**config.mk**
```make
export PLATFORM = sky130hd
export DESIGN_NAME = vga_fx_pipeline
export DESIGN_NICKNAME = d
export VERILOG_FILES = /design/src/rtl/vga_fx_pkg.sv /design/src/rtl/vga_fx_pipeline_timing.sv /design/src/rtl/vga_fx_pipeline.sv
export SDC_FILE = /design/constraint.sdc
export NUM_CORES = 1
export LEC_CHECK = 0
export ABC_AREA = 0
export CAP_MARGIN = 20
export CORE_MARGIN = 5
export CORE_UTILIZATION = 54
export DETAILED_ROUTE_END_ITERATION = 12
export PLACE_DENSITY = 0.95
export SYNTH_ARGS = -nofsm -noshare
export SYNTH_HDL_FRONTEND = slang
export SYNTH_HIERARCHICAL = 1
export SYNTH_SLANG_ARGS = --single-unit
```
**constraint.sdc**
```tcl
create_clock -name clk -period 6.07 [get_ports clk]
set_input_delay 1.5175 -clock clk [delete_from_list [all_inputs] [get_ports clk]]
set_output_delay 1.5175 -clock clk [all_outputs]
set_load 0.02 [all_outputs]
```
**src/rtl/vga_fx_pkg.sv**
```systemverilog
// Shared definitions for the VGA effect pipeline.
//   - effect select codes (FX_*)
//   - default 640x480 timing constants
//   - sync_t: raw/delayed sync+blank bundle carried down the delay line
//   - to8/from8: widen a colour channel to 8 bits (left-aligned) and back
//   - sat_add8: 8-bit add clamped at 255
package vga_fx_pkg;

   localparam logic [2:0] FX_PASS   = 3'd0;
   localparam logic [2:0] FX_INV    = 3'd1;
   localparam logic [2:0] FX_GRAY   = 3'd2;
   localparam logic [2:0] FX_RED    = 3'd3;
   localparam logic [2:0] FX_GREEN  = 3'd4;
   localparam logic [2:0] FX_BLUE   = 3'd5;
   localparam logic [2:0] FX_THRESH = 3'd6;
   localparam logic [2:0] FX_SWAP   = 3'd7;

   localparam int DEF_H_ACTIVE = 640;
   localparam int DEF_H_FP     = 16;
   localparam int DEF_H_SYNC   = 96;
   localparam int DEF_H_BP     = 48;
   localparam int DEF_V_ACTIVE = 480;
   localparam int DEF_V_FP     = 10;
   localparam int DEF_V_SYNC   = 2;
   localparam int DEF_V_BP     = 33;

   typedef struct packed {
      logic hsync;
      logic vsync;
      logic blank;
   } sync_t;

   // v holds a w-bit channel in its low bits; result is left-aligned, zero-filled.
   function automatic logic [7:0] to8(input logic [7:0] v, input int w);
      logic [15:0] t;
      t = {8'd0, v} << (8 - w);
      return t[7:0];
   endfunction

   // Keeps the top w bits of c, returned in the low bits.
   function automatic logic [7:0] from8(input logic [7:0] c, input int w);
      return c >> (8 - w);
   endfunction

   function automatic logic [7:0] sat_add8(input logic [7:0] a, input logic [7:0] inc);
      logic [8:0] s;
      s = {1'b0, a} + {1'b0, inc};
      return s[8] ? 8'hFF : s[7:0];
   endfunction

endpackage

```
**src/rtl/vga_fx_pipeline_timing.sv**
```systemverilog
// vga_timing_gen: free-running VGA raster counters.
// Ports:
//   clk, rst          pixel clock, synchronous active-high reset
//   hc, vc            horizontal/vertical position (also frame-buffer address)
//   active            hc/vc inside the visible region
//   hsync, vsync      raw (undelayed) sync at SYNC_POL level inside the pulse
//   frame_start       high while hc==0 && vc==0
module vga_timing_gen
   import vga_fx_pkg::*;
#(
   parameter int   H_ACTIVE = DEF_H_ACTIVE,
   parameter int   H_FP     = DEF_H_FP,
   parameter int   H_SYNC   = DEF_H_SYNC,
   parameter int   H_BP     = DEF_H_BP,
   parameter int   V_ACTIVE = DEF_V_ACTIVE,
   parameter int   V_FP     = DEF_V_FP,
   parameter int   V_SYNC   = DEF_V_SYNC,
   parameter int   V_BP     = DEF_V_BP,
   parameter logic SYNC_POL = 1'b0,
   parameter int   CW       = 10
) (
   input  logic          clk,
   input  logic          rst,
   output logic [CW-1:0] hc,
   output logic [CW-1:0] vc,
   output logic          active,
   output logic          hsync,
   output logic          vsync,
   output logic          frame_start
);

   localparam int H_TOTAL = H_ACTIVE + H_FP + H_SYNC + H_BP;
   localparam int V_TOTAL = V_ACTIVE + V_FP + V_SYNC + V_BP;

   localparam logic [CW-1:0] H_LAST = CW'(H_TOTAL - 1);
   localparam logic [CW-1:0] V_LAST = CW'(V_TOTAL - 1);
   localparam logic [CW-1:0] H_VIS  = CW'(H_ACTIVE);
   localparam logic [CW-1:0] V_VIS  = CW'(V_ACTIVE);
   localparam logic [CW-1:0] HS_BEG = CW'(H_ACTIVE + H_FP);
   localparam logic [CW-1:0] HS_END = CW'(H_ACTIVE + H_FP + H_SYNC);
   localparam logic [CW-1:0] VS_BEG = CW'(V_ACTIVE + V_FP);
   localparam logic [CW-1:0] VS_END = CW'(V_ACTIVE + V_FP + V_SYNC);

   always_ff @(posedge clk) begin
      if (rst) begin
         hc <= '0;
         vc <= '0;
      end else if (hc == H_LAST) begin
         hc <= '0;
         vc <= (vc == V_LAST) ? '0 : vc + 1'b1;
      end else begin
         hc <= hc + 1'b1;
      end
   end

   assign active      = (hc < H_VIS) && (vc < V_VIS);
   assign hsync       = (hc >= HS_BEG && hc < HS_END) ? SYNC_POL : ~SYNC_POL;
   assign vsync       = (vc >= VS_BEG && vc < VS_END) ? SYNC_POL : ~SYNC_POL;
   assign frame_start = (hc == '0) && (vc == '0);

endmodule

```
**src/rtl/vga_fx_pipeline.sv**
```systemverilog
// vga_fx_pipeline: VGA timing plus a per-pixel colour effect stage.
// Ports:
//   clk, rst            pixel clock, synchronous active-high reset
//   choice, b           effect select / brightness, latched at frame start
//   pix_data            {R,G,B} for the hc/vc issued MEM_LAT cycles earlier
//   hc, vc              raw counters (frame-buffer read address)
//   hsync, vsync, blank sync/blank delayed MEM_LAT+1 cycles to line up with colour
//   red, green, blue    effect + brightness result, 0 while blank
//   frame_start         undelayed pulse at (0,0)
module vga_fx_pipeline
   import vga_fx_pkg::*;
#(
   parameter int   H_ACTIVE = DEF_H_ACTIVE,
   parameter int   H_FP     = DEF_H_FP,
   parameter int   H_SYNC   = DEF_H_SYNC,
   parameter int   H_BP     = DEF_H_BP,
   parameter int   V_ACTIVE = DEF_V_ACTIVE,
   parameter int   V_FP     = DEF_V_FP,
   parameter int   V_SYNC   = DEF_V_SYNC,
   parameter int   V_BP     = DEF_V_BP,
   parameter logic SYNC_POL = 1'b0,
   parameter int   RW       = 3,
   parameter int   GW       = 3,
   parameter int   BW       = 2,
   parameter int   CW       = 10,
   parameter int   MEM_LAT  = 1
) (
   input  logic               clk,
   input  logic               rst,
   input  logic [2:0]         choice,
   input  logic [1:0]         b,
   input  logic [RW+GW+BW-1:0] pix_data,
   output logic [CW-1:0]      hc,
   output logic [CW-1:0]      vc,
   output logic               hsync,
   output logic               vsync,
   output logic               blank,
   output logic [RW-1:0]      red,
   output logic [GW-1:0]      green,
   output logic [BW-1:0]      blue,
   output logic               frame_start
);

   localparam int    PW   = RW + GW + BW;
   localparam int    L    = MEM_LAT + 1;
   localparam sync_t IDLE = '{hsync: ~SYNC_POL, vsync: ~SYNC_POL, blank: 1'b1};

   logic  act_raw, hs_raw, vs_raw;
   sync_t raw;

   vga_timing_gen #(
      .H_ACTIVE(H_ACTIVE), .H_FP(H_FP), .H_SYNC(H_SYNC), .H_BP(H_BP),
      .V_ACTIVE(V_ACTIVE), .V_FP(V_FP), .V_SYNC(V_SYNC), .V_BP(V_BP),
      .SYNC_POL(SYNC_POL), .CW(CW)
   ) u_timing (
      .clk(clk), .rst(rst), .hc(hc), .vc(vc), .active(act_raw),
      .hsync(hs_raw), .vsync(vs_raw), .frame_start(frame_start)
   );

   assign raw = '{hsync: hs_raw, vsync: vs_raw, blank: ~act_raw};

   // tap[k] = sync/blank of the pixel addressed k cycles ago; tap[0] is live.
   sync_t [L:1] pipe_q;
   sync_t [L:0] tap;
   assign tap = {pipe_q, raw};

   always_ff @(posedge clk) begin
      if (rst) pipe_q <= {L{IDLE}};
      else     pipe_q <= tap[L-1:0];
   end

   assign hsync = tap[L].hsync;
   assign vsync = tap[L].vsync;
   assign blank = tap[L].blank;

   // Frame-synchronous selects.
   logic [2:0] sel_q;
   logic [1:0] bri_q;
   logic [2:0] sel_use;
   logic [1:0] bri_use;

   always_ff @(posedge clk) begin
      if (rst) begin
         sel_q <= '0;
         bri_q <= '0;
      end else if (frame_start) begin
         sel_q <= choice;
         bri_q <= b;
      end
   end

   // With no memory latency the (0,0) pixel is processed in the same cycle
   // it is latched, so bypass the shadow register for it.
   assign sel_use = (MEM_LAT == 0 && frame_start) ? choice : sel_q;
   assign bri_use = (MEM_LAT == 0 && frame_start) ? b      : bri_q;

   // Effect + brightness datapath.
   logic [7:0] r8, g8, b8, y, er, eg, eb, inc, rs, gs, bs, rn, gn, bn;
   logic [9:0] y10;

   always_comb begin
      r8  = to8(8'(pix_data[PW-1 -: RW]), RW);
      g8  = to8(8'(pix_data[GW+BW-1 -: GW]), GW);
      b8  = to8(8'(pix_data[BW-1:0]), BW);
      y10 = {2'b00, r8} + {1'b0, g8, 1'b0} + {2'b00, b8};
      y   = y10[9:2];
      er  = r8;
      eg  = g8;
      eb  = b8;
      case (sel_use)
         FX_INV:    begin er = ~r8;   eg = ~g8;   eb = ~b8;   end
         FX_GRAY:   begin er = y;     eg = y;     eb = y;     end
         FX_RED:    begin             eg = '0;    eb = '0;    end
         FX_GREEN:  begin er = '0;                eb = '0;    end
         FX_BLUE:   begin er = '0;    eg = '0;                end
         FX_THRESH: begin
            er = {8{y[7]}};
            eg = {8{y[7]}};
            eb = {8{y[7]}};
         end
         FX_SWAP:   begin er = g8;    eg = b8;    eb = r8;    end
         default:   ;
      endcase
      inc = {bri_use, 6'd0};
      rs  = sat_add8(er, inc);
      gs  = sat_add8(eg, inc);
      bs  = sat_add8(eb, inc);
      rn  = from8(rs, RW);
      gn  = from8(gs, GW);
      bn  = from8(bs, BW);
   end

   // Pixel data arriving now belongs to tap[MEM_LAT]; its blank gates colour.
   always_ff @(posedge clk) begin
      if (rst || tap[MEM_LAT].blank) begin
         red   <= '0;
         green <= '0;
         blue  <= '0;
      end else begin
         red   <= rn[RW-1:0];
         green <= gn[GW-1:0];
         blue  <= bn[BW-1:0];
      end
   end

endmodule
```
==> run metrics <==
netlist area before placement 0.00212 sq mm; DR vias 1955; commonest non-fill, non-tap cells in the layout clkdlybuf4s50_1, dfxtp_1, nor2_1; setup repair bufs after CTS 0; skew final 0.00864 ns; post-CTS sizing 0; layout cells sized above 1 6.42%; Layout area overhead 27.6%; core footprint 0.00374 sq mm; DRC 0; remaining global-route overflow 0; Non-Filler Instances 344; crit path cell chain clkdlybuf4s50_1 > inv_1 > fa_1 > inv_1 > ha_1 > inv_1 > fa_1 > nand2b_1 > o21ai_0 > nand2_1 > o311ai_0 > ha_1 > inv_1 > fa_1 > nand2_1 > a221oi_1 > a311oi_1; commonest non-fill, non-tap cell in the layout clkdlybuf4s50_1; cts hold-fix bufs 0; placed insts 336; Buffers on Ports 46; Final Cycle Share 78.9%; Max Fclk 0.209 GHz; half-perimeter wire length after placement 3630 microns; vias in the first global route 1798; endpoints failing setup 0; final slew viol count 0; CTS tree done; crit-path max FO 4; largest net degree at the start of global routing 19; Clock Path Buffers 2; CTS Buf Count 5; Crit-path slowest cell clkdlybuf4s50_1; Die Area 0.00529 sq mm; total track usage 20.6%; outcome complete, no violations; antenna violations before repair 0; CP Capture Type register; DIE HEIGHT 72.7 microns; CP peak stage delay 0.54 ns; WL/cell 15.0 microns; nets 324; worst path required time 6.26 ns; worst hold start pipe_q[1]; number of synthesized flops with an enable pin 0; Routability Congestion 0.887; r2r setup slk 3.48 ns; FF-to-FF Start sel_q[1]; utilization after layout 72.4%; Cells after Synth 252; clk slew on worst S/H paths 0.08 ns; Reg-to-Reg End red[0]; Post-Place Worst Slack 1.05 ns; Mapped Nets 281; # diodes 0; Pre-antenna DRT Iters 5; Hold Crit Class reg -> reg; hold depth 1; Final Hold Vio Count 0; setup TNS 0 ns; Crit path top cell by count inv_1; starting utilization of the core area 56.8%; sequential area share after synthesis 36.7%; Worst Tran Pin Value 0.660 ns; Synth Flop Type dfxtp_1; worst skew pair latency 0.30 ns; Pwr Density 229 mW/mm^2; IO Count 47; setup ws final 1.28 ns; Worst VDD drop 0.179 mV; max-cap violations 0; P_leak 1.04 nW; clk sink count 39; Die Span X 72.7 microns; WP data arrival 4.98 ns; Crit Path Category in -> reg; antenna-violating nets left 0; fraction of registers with async set/reset 0%; Worst Reg-to-Reg Cells 10; Startpoint Class primary input; FP Rows 22; H-tree levels 2; Tmin final 4.79 ns; first-pass GRT wire length 8530 microns; flops & latches, synth 39; post-synth cell types 47; Synth Warn # 6; final WL 5150 microns; unrepaired setup endpoints after global routing no; hold path endpoint vsync; vias per inst 5.68; Slew headroom 56.0%; mean area per synthesized cell 8.43 sq um; CTS root buf clkbuf_8; First DRT Iteration DRCs 186
-- cell usage after synthesis, types with 2 or more instances --
master	instances	area (sq um)
buf_2	2	10.0
nand2_1	15	56.3
clkbuf_2	2	10.0
nand3_1	15	75.1
xor2_1	6	52.6
a21oi_1	19	95.1
xnor2_1	7	61.3
nor2b_1	3	18.8
or3_1	7	43.8
ha_1	9	113
o21ai_0	10	50.1
and3_1	4	25.0
clkbuf_1	5	18.8
a221oi_1	2	17.5
nor2_1	27	101
nand4_1	3	18.8
o311ai_0	2	17.5
mux2i_1	9	90.1
or2_2	5	31.3
nand2b_1	4	25.0
nor4_1	6	37.5
dfxtp_1	39	781
inv_1	23	86.3
fa_1	5	100
-- how the worst max path moves through the flow --
stage | startpoint | end | slack, ns | cells after the start
after floorplan | pix_data[1] | red[0] | 1.95 | 15
after global placement | pix_data[1] | red[0] | 1.27 | 16
after detailed placement | pix_data[1] | red[0] | 1.05 | 17
after CTS | pix_data[1] | red[0] | 1.34 | 17
after global routing | pix_data[1] | red[0] | 1.08 | 17
final | pix_data[1] | red[0] | 1.28 | 17
-- per-stage QoR --
stage	hold WS (ns)	cell area [sq um]	total power, mW
5_1_grt	0.426	2710	0.655
2_1_floorplan	0.389	2120	0.361
3_3_place_gp	0.392	2590	0.401
6_report	0.415	2710	0.621
3_5_place_dp	0.392	2590	0.405
4_1_cts	0.412	2710	0.626
-- area by class of cell --
| type | instances | area, sq um |
|---|---|---|
| clock buffers | 5 | 68.8 |
| clock inverters | 3 | 47.5 |
| fillers | 283 | 1030 |
| inverters | 24 | 90.1 |
| multi-input cells | 178 | 1200 |
| flip-flops and latches | 39 | 781 |
| well taps | 48 | 60.1 |
| repair buffers | 47 | 468 |
-- registers in the layout, indices dropped and copies added (netlist names), 2 cells and up --
register     cells
sel_q            3
red              3
bri_q            2
green            3
u_timing/hc     10
pipe_q           3
u_timing/vc     10
blue             2
-- worst max-delay path: cells and delay by family --
kind / cells / cell delay [ns]
and+or+nand+nor: 3 / 0.42
adders and majority gates: 5 / 1.65
AOI/OAI and AO/OA: 4 / 0.60
buffers and inverters: 5 / 0.79
-- kinds of logic (layout without fill, tap and decap cells) --
kind of cell	after synthesis	in the layout	synth area share (%)
AOI/OAI and AO/OA	42	42	12.0
buffers and inverters	35	79	6.95
adders and majority gates	14	14	10.0
and+or+nand+nor	99	99	24.2
DFF	39	39	36.7
muxes	10	10	4.77
xor gates and xnor gates	13	13	5.36
-- power breakdown --
group	leakage (nW)	switching (mW)	internal [mW]
logic	0.660	0.0642	0.0567
clock network	0.0587	0.0954	0.124
registers	0.318	0.0135	0.267
-- layer usage --
layer,vias up,global-route usage (%),wire length (microns)
met5,-,0,0
met1,913,26.9,2170
li1,951,-,-
met3,9,5.65,377
met2,82,33.0,2530
met4,0,6.35,72
(Power assumes the default switching activity.)
